[src/rtl/if_id_pipeline.sv]
// ---------------------------------------------------------------------------
// if_id_pipeline
//
// Fetch side of the 5-stage RISC-V pipeline. This module holds the program
// counter and the IF/ID pipeline register. It acts on the hazard unit's
// pc_load / if_id_load / mux5_selector decisions and on branch redirects
// resolved in EX. It also generates the registered ID/EX bubble and keeps
// saturating debug counters for stall and flush cycles.
//
// Ports
//   clock          rising-edge clock
//   reset          synchronous, active-high reset (wins over all inputs)
//   pc_load        1 = PC may advance by PC_STEP
//   if_id_load     1 = IF/ID captures {pc, imem_instr}
//   mux5_selector  1 = force ID/EX control to zero next cycle
//   branch_taken   EX resolved a taken branch this cycle
//   branch_target  redirect address (low two bits ignored)
//   imem_instr     instruction read combinationally at pc
//   pc             current fetch address
//   if_id_pc       PC of the instruction held in IF/ID
//   if_id_instr    instruction held in IF/ID
//   if_id_valid    1 = IF/ID holds a real instruction
//   id_ex_bubble   registered bubble request for ID/EX
//   stall_count    saturating count of stall cycles
//   flush_count    saturating count of redirects
//   state          0 RUN, 1 STALL, 2 FLUSH
// ---------------------------------------------------------------------------
module if_id_pipeline #(
  parameter logic [31:0] RESET_PC = 32'h0000_0000,
  parameter int          PC_STEP  = 4,
  parameter logic [31:0] NOP      = 32'h0000_0013,
  parameter int          CNT_W    = 16
) (
  input  logic             clock,
  input  logic             reset,
  input  logic             pc_load,
  input  logic             if_id_load,
  input  logic             mux5_selector,
  input  logic             branch_taken,
  input  logic [31:0]      branch_target,
  input  logic [31:0]      imem_instr,
  output logic [31:0]      pc,
  output logic [31:0]      if_id_pc,
  output logic [31:0]      if_id_instr,
  output logic             if_id_valid,
  output logic             id_ex_bubble,
  output logic [CNT_W-1:0] stall_count,
  output logic [CNT_W-1:0] flush_count,
  output logic [1:0]       state
);

  typedef enum logic [1:0] {
    ST_RUN   = 2'd0,
    ST_STALL = 2'd1,
    ST_FLUSH = 2'd2
  } state_t;

  localparam logic [CNT_W-1:0] CNT_MAX = {CNT_W{1'b1}};

  state_t           state_reg, state_next;
  logic [31:0]      pc_reg, pc_next;
  logic [31:0]      if_id_pc_reg, if_id_pc_next;
  logic [31:0]      if_id_instr_reg, if_id_instr_next;
  logic             if_id_valid_reg, if_id_valid_next;
  logic             bubble_reg, bubble_next;
  logic [CNT_W-1:0] stall_cnt_reg, stall_cnt_next;
  logic [CNT_W-1:0] flush_cnt_reg, flush_cnt_next;

  // Instructions are word aligned, so the low target bits are discarded.
  logic unused_target_bits;
  assign unused_target_bits = ^branch_target[1:0];

  // Stall cycles exclude redirect cycles: a redirect flushes IF/ID
  // regardless of if_id_load, so that cycle is accounted as a flush.
  logic stall_event;
  assign stall_event = !if_id_load && !branch_taken;

  // -------------------------------------------------------------------------
  // PC and IF/ID next values. A redirect has priority over the hazard
  // unit's load enables, because the instructions behind a taken branch
  // are on the wrong path and must not be kept.
  // -------------------------------------------------------------------------
  always_comb begin
    pc_next = pc_reg;
    if (branch_taken) begin
      pc_next = {branch_target[31:2], 2'b00};
    end else if (pc_load) begin
      pc_next = pc_reg + 32'(PC_STEP);  // wraps modulo 2^32
    end
  end

  always_comb begin
    if_id_pc_next    = if_id_pc_reg;
    if_id_instr_next = if_id_instr_reg;
    if_id_valid_next = if_id_valid_reg;
    if (branch_taken) begin
      if_id_pc_next    = 32'h0000_0000;
      if_id_instr_next = NOP;
      if_id_valid_next = 1'b0;
    end else if (if_id_load) begin
      if_id_pc_next    = pc_reg;
      if_id_instr_next = imem_instr;
      if_id_valid_next = 1'b1;
    end
  end

  // Bubble is registered so that ID/EX sees no combinational path from
  // the hazard unit or from EX.
  assign bubble_next = mux5_selector | branch_taken;

  // -------------------------------------------------------------------------
  // Saturating debug counters.
  // -------------------------------------------------------------------------
  always_comb begin
    stall_cnt_next = stall_cnt_reg;
    flush_cnt_next = flush_cnt_reg;
    if (stall_event && (stall_cnt_reg != CNT_MAX)) begin
      stall_cnt_next = stall_cnt_reg + 1'b1;
    end
    if (branch_taken && (flush_cnt_reg != CNT_MAX)) begin
      flush_cnt_next = flush_cnt_reg + 1'b1;
    end
  end

  // -------------------------------------------------------------------------
  // Status FSM. It is recomputed from the current inputs on every edge and
  // has no sticky states. It reports what the fetch side did on the
  // last edge.
  // -------------------------------------------------------------------------
  always_comb begin
    state_next = ST_RUN;
    if (branch_taken) begin
      state_next = ST_FLUSH;
    end else if (!if_id_load) begin
      state_next = ST_STALL;
    end
  end

  always_ff @(posedge clock) begin
    if (reset) begin
      state_reg <= ST_RUN;
    end else begin
      state_reg <= state_next;
    end
  end

  // -------------------------------------------------------------------------
  // Datapath registers.
  // -------------------------------------------------------------------------
  always_ff @(posedge clock) begin
    if (reset) begin
      pc_reg          <= RESET_PC;
      if_id_pc_reg    <= 32'h0000_0000;
      if_id_instr_reg <= NOP;
      if_id_valid_reg <= 1'b0;
      bubble_reg      <= 1'b1;
      stall_cnt_reg   <= '0;
      flush_cnt_reg   <= '0;
    end else begin
      pc_reg          <= pc_next;
      if_id_pc_reg    <= if_id_pc_next;
      if_id_instr_reg <= if_id_instr_next;
      if_id_valid_reg <= if_id_valid_next;
      bubble_reg      <= bubble_next;
      stall_cnt_reg   <= stall_cnt_next;
      flush_cnt_reg   <= flush_cnt_next;
    end
  end

  assign pc           = pc_reg;
  assign if_id_pc     = if_id_pc_reg;
  assign if_id_instr  = if_id_instr_reg;
  assign if_id_valid  = if_id_valid_reg;
  assign id_ex_bubble = bubble_reg;
  assign stall_count  = stall_cnt_reg;
  assign flush_count  = flush_cnt_reg;
  assign state        = state_reg;

endmodule
[config.mk]
export PLATFORM = sky130hd
export DESIGN_NAME = if_id_pipeline
export DESIGN_NICKNAME = d
export VERILOG_FILES = /design/src/rtl/if_id_pipeline.sv
export SDC_FILE = /design/constraint.sdc
export NUM_CORES = 1
export LEC_CHECK = 0
export ABC_AREA = 1
export CAP_MARGIN = 20
export CELL_PAD_IN_SITES_DETAIL_PLACEMENT = 1
export CELL_PAD_IN_SITES_GLOBAL_PLACEMENT = 2
export CORE_ASPECT_RATIO = 1.75
export CORE_MARGIN = 4
export CORE_UTILIZATION = 24
export DETAILED_ROUTE_END_ITERATION = 10
export GPL_TIMING_DRIVEN = 0
export MAX_ROUTING_LAYER = met4
export PLACE_DENSITY = 0.76
export SYNTH_ARGS = -nofsm -noshare
export SYNTH_HDL_FRONTEND = slang
export SYNTH_SLANG_ARGS = --single-unit
[constraint.sdc]
create_clock -name clock -period 2.3 [get_ports clock]
set_clock_uncertainty 0.15 [all_clocks]
set_input_delay 0.345 -clock clock [delete_from_list [all_inputs] [get_ports clock]]
set_output_delay 0.345 -clock clock [all_outputs]
set_load 0.005 [all_outputs]
==> results.py <==
metrics = {
    "yosys": {
        "yosysWarnings": 0,
        "synth_cell_types": 35,
        "avgSynthCellArea_um2": 6.901,
        "syn_area_um2": 6101,
        "synth_edf_count": 0,
        "ys_ff_latch": 128,
        "ys.flop_type": "dfxtp_1",
        "seq_area_frac_synth": 0.4200,
        "synth_async_sr_flop_share": 0,
        "synth_cells": 884,
    },
    "die": {
        "die_w_um": 128.5,
        "die_y_um": 218.9,
        "die_area_um2": 28140,
        "io_pins": 202,
        "start_util": 0.2426,
        "core_um2": 25150,
        "rows": 77,
    },
    "sta": {
        "finalHoldViolations": 0,
        "rsz0062_at_grt": "no",
        "slew_violations": 0,
        "holdWs_ns": 0.2516,
        "tightest_slew_ns": 0.5846,
        "fmaxAchievable_ghz": 0.4878,
        "maxSlewHeadroom": 0.6103,
        "period_needed_ns": 2.050,
        "final-setup-viol-count": 0,
        "finalCritPeriodShare": 0.8913,
    },
    "power": {
        "leakage_nw": 3.241,
        "p_total_mw": 5.982,
        "ir_drop_mv": 0.5113,
        "power.density_nw_per_um2": 658.3,
    },
    "grt": {
        "overflow": 0,
        "grt_pass1_wl_um": 38470,
        "track_usage": 0.1840,
        "grt_max_degree": 17,
        "grt_pass1_vias": 6838,
        "antenna_found_initial": 2,
    },
    "cts": {
        "postCtsSetupBuffers": 0,
        "cts_root_buf": "clkbuf_16",
        "clk_pin_slew_ns": 0.06,
        "htreeDepth": 4,
        "cts_buffers": 17,
        "clkLatencyLatePin_ns": 0.43,
        "holdBufCountCts": 0,
        "cts_tree": "done",
        "cts_num_sinks": 128,
        "clock_path_buffers": 2,
        "cts_repair_resize_count": 0,
    },
    "place": {
        "place_congestion": 0.8222,
        "numPortBuffers": 194,
        "hpwl_um": 19710,
    },
    "worst_hold_path": {
        "min_path_type": "input pin to flop",
    },
    "cells_and_area": {
        "syn2layout_area_growth_pct": 48.93,
        "layout_common_cells": "301 x nand2_1, 194 x clkdlybuf4s50_1, 128 x dfxtp_1",
        "drive_gt1_frac": 0.06841,
        "largest_reg_flops": 32,
        "mostFrequentLayoutCell": "nand2_1",
        "nets": 1173,
    },
    "worst_setup_path": {
        "arrival_ns": 1.55,
        "path_delay_family": "buffers and inverters",
        "cpMaxStageDelayCell": "clkdlybuf4s50_1",
        "path_cells": "clkdlybuf4s50_1",
        "crit_required_ns": 1.80,
        "critPathBufInv": 1,
        "worst_setup_path_start_kind": "flop",
        "crit_type": "flop to output pin",
        "end_kind": "output pin",
        "cp_max_fo": 7,
        "cp_slowest_stage_delay_ns": 0.58,
    },
    "drt": {
        "routed_wl_um": 24830,
        "wl_per_cell_um": 17.37,
        "drt_iter0_drc": 234,
        "routed_via_density": 4.584,
        "first_pass_iters": 4,
        "post-route-drc-count": 0,
        "ant_nets": 0,
        "vias": 6550,
    },
    "status": {
        "outcome": "completed",
    },
    "run": {
        "drv_cap": 0,
    },
}
==> logic make-up after synthesis <==
group / share of synthesized area
simple gates: 0.3242
compound gates: 0.1481
flops: 0.4200
buf+inv: 0.06788
xor+xnor: 0.03302
fa+ha+maj: 0.006153
other cells: 0.0006147
==> power by group <==
group | internal (mW) | leakage, nW | total, mW | switching [mW]
logic | 0.314 | 1.89 | 0.606 | 0.293
clock network | 1.94 | 0.306 | 3.00 | 1.06
registers | 2.29 | 1.04 | 2.38 | 0.0866
total | 4.55 | 3.24 | 5.98 | 1.44
==> metal layers <==
layer	up-vias	track usage	share of wire
li1	3289	-	-
met1	3103	0.1912	0.39
met2	137	0.3439	0.56
met3	21	0.03458	0.037
met4	0	0.06027	0.018
met5	-	-	0
==> Yosys cell counts, types with 2 or more instances <==
| cell | number | area (um^2) |
|---|---|---|
| ha_1 | 3 | 37.54 |
| nand4_1 | 8 | 50.05 |
| clkinv_1 | 2 | 7.510 |
| xnor2_1 | 11 | 96.34 |
| nor2_2 | 12 | 75.07 |
| nor3_1 | 4 | 20.02 |
| nand2_2 | 4 | 25.02 |
| xor2_1 | 12 | 105.1 |
| a31oi_1 | 6 | 37.54 |
| inv_1 | 53 | 198.9 |
| nor2_4 | 4 | 45.04 |
| o21ai_0 | 24 | 120.1 |
| and2_1 | 4 | 25.02 |
| nor2_1 | 62 | 232.7 |
| nand3_1 | 61 | 305.3 |
| o21ai_4 | 2 | 32.53 |
| buf_6 | 2 | 22.52 |
| nand2_1 | 301 | 1130 |
| a22oi_1 | 19 | 142.6 |
| a21oi_2 | 2 | 17.52 |
| dfxtp_1 | 128 | 2562 |
| o21bai_1 | 2 | 15.01 |
| or2_2 | 5 | 31.28 |
| a21oi_1 | 106 | 530.5 |
| clkbuf_1 | 26 | 97.59 |
| buf_2 | 7 | 35.03 |
| buf_4 | 6 | 45.04 |
==> path summary, 6_finish.rpt <==
| path | from | to | slack (ns) | depth (start not counted) |
|---|---|---|---|---|
| max reg2reg | pc[2] | pc[28] | 0.30 | 9 |
| max | pc[13] | pc[13] | 0.25 | 1 |
| min reg2reg | if_id_instr[0] | if_id_instr[0] | 0.31 | 2 |
| min | pc_load | pc[8] | 0.25 | 4 |
==> area by class of cell <==
cell class | instances | area (um^2)
multi-input cells | 661 | 3136
repair buffers | 194 | 1942
clock inverters | 10 | 185.2
plain buffers | 42 | 203.9
well taps | 316 | 395.4
clock buffers | 20 | 446.7
inverters | 56 | 210.2
diodes | 2 | 5.005
fillers | 3169 | 16060
flip-flops and latches | 128 | 2562
==> per-stage QoR <==
| step | worst slack, ns | cell area [um^2] | std cells | setup TNS [ns] | utilization |
|---|---|---|---|---|---|
| 2_1_floorplan | 0.6111 | 6112 | 887 | 0 | - |
| 3_3_place_gp | -0.1135 | 8449 | 1397 | -3.108 | 0.3360 |
| 3_5_place_dp | -0.1556 | 8449 | 1397 | -4.608 | 0.3360 |
| 4_1_cts | 0.2088 | 9081 | 1427 | 0 | 0.3611 |
| 5_1_grt | 0.09560 | 9086 | 1429 | 0 | 0.3613 |
| 6_report | 0.2501 | 9086 | 1429 | 0 | 0.3613 |
Power figures use the tool's default switching activity.
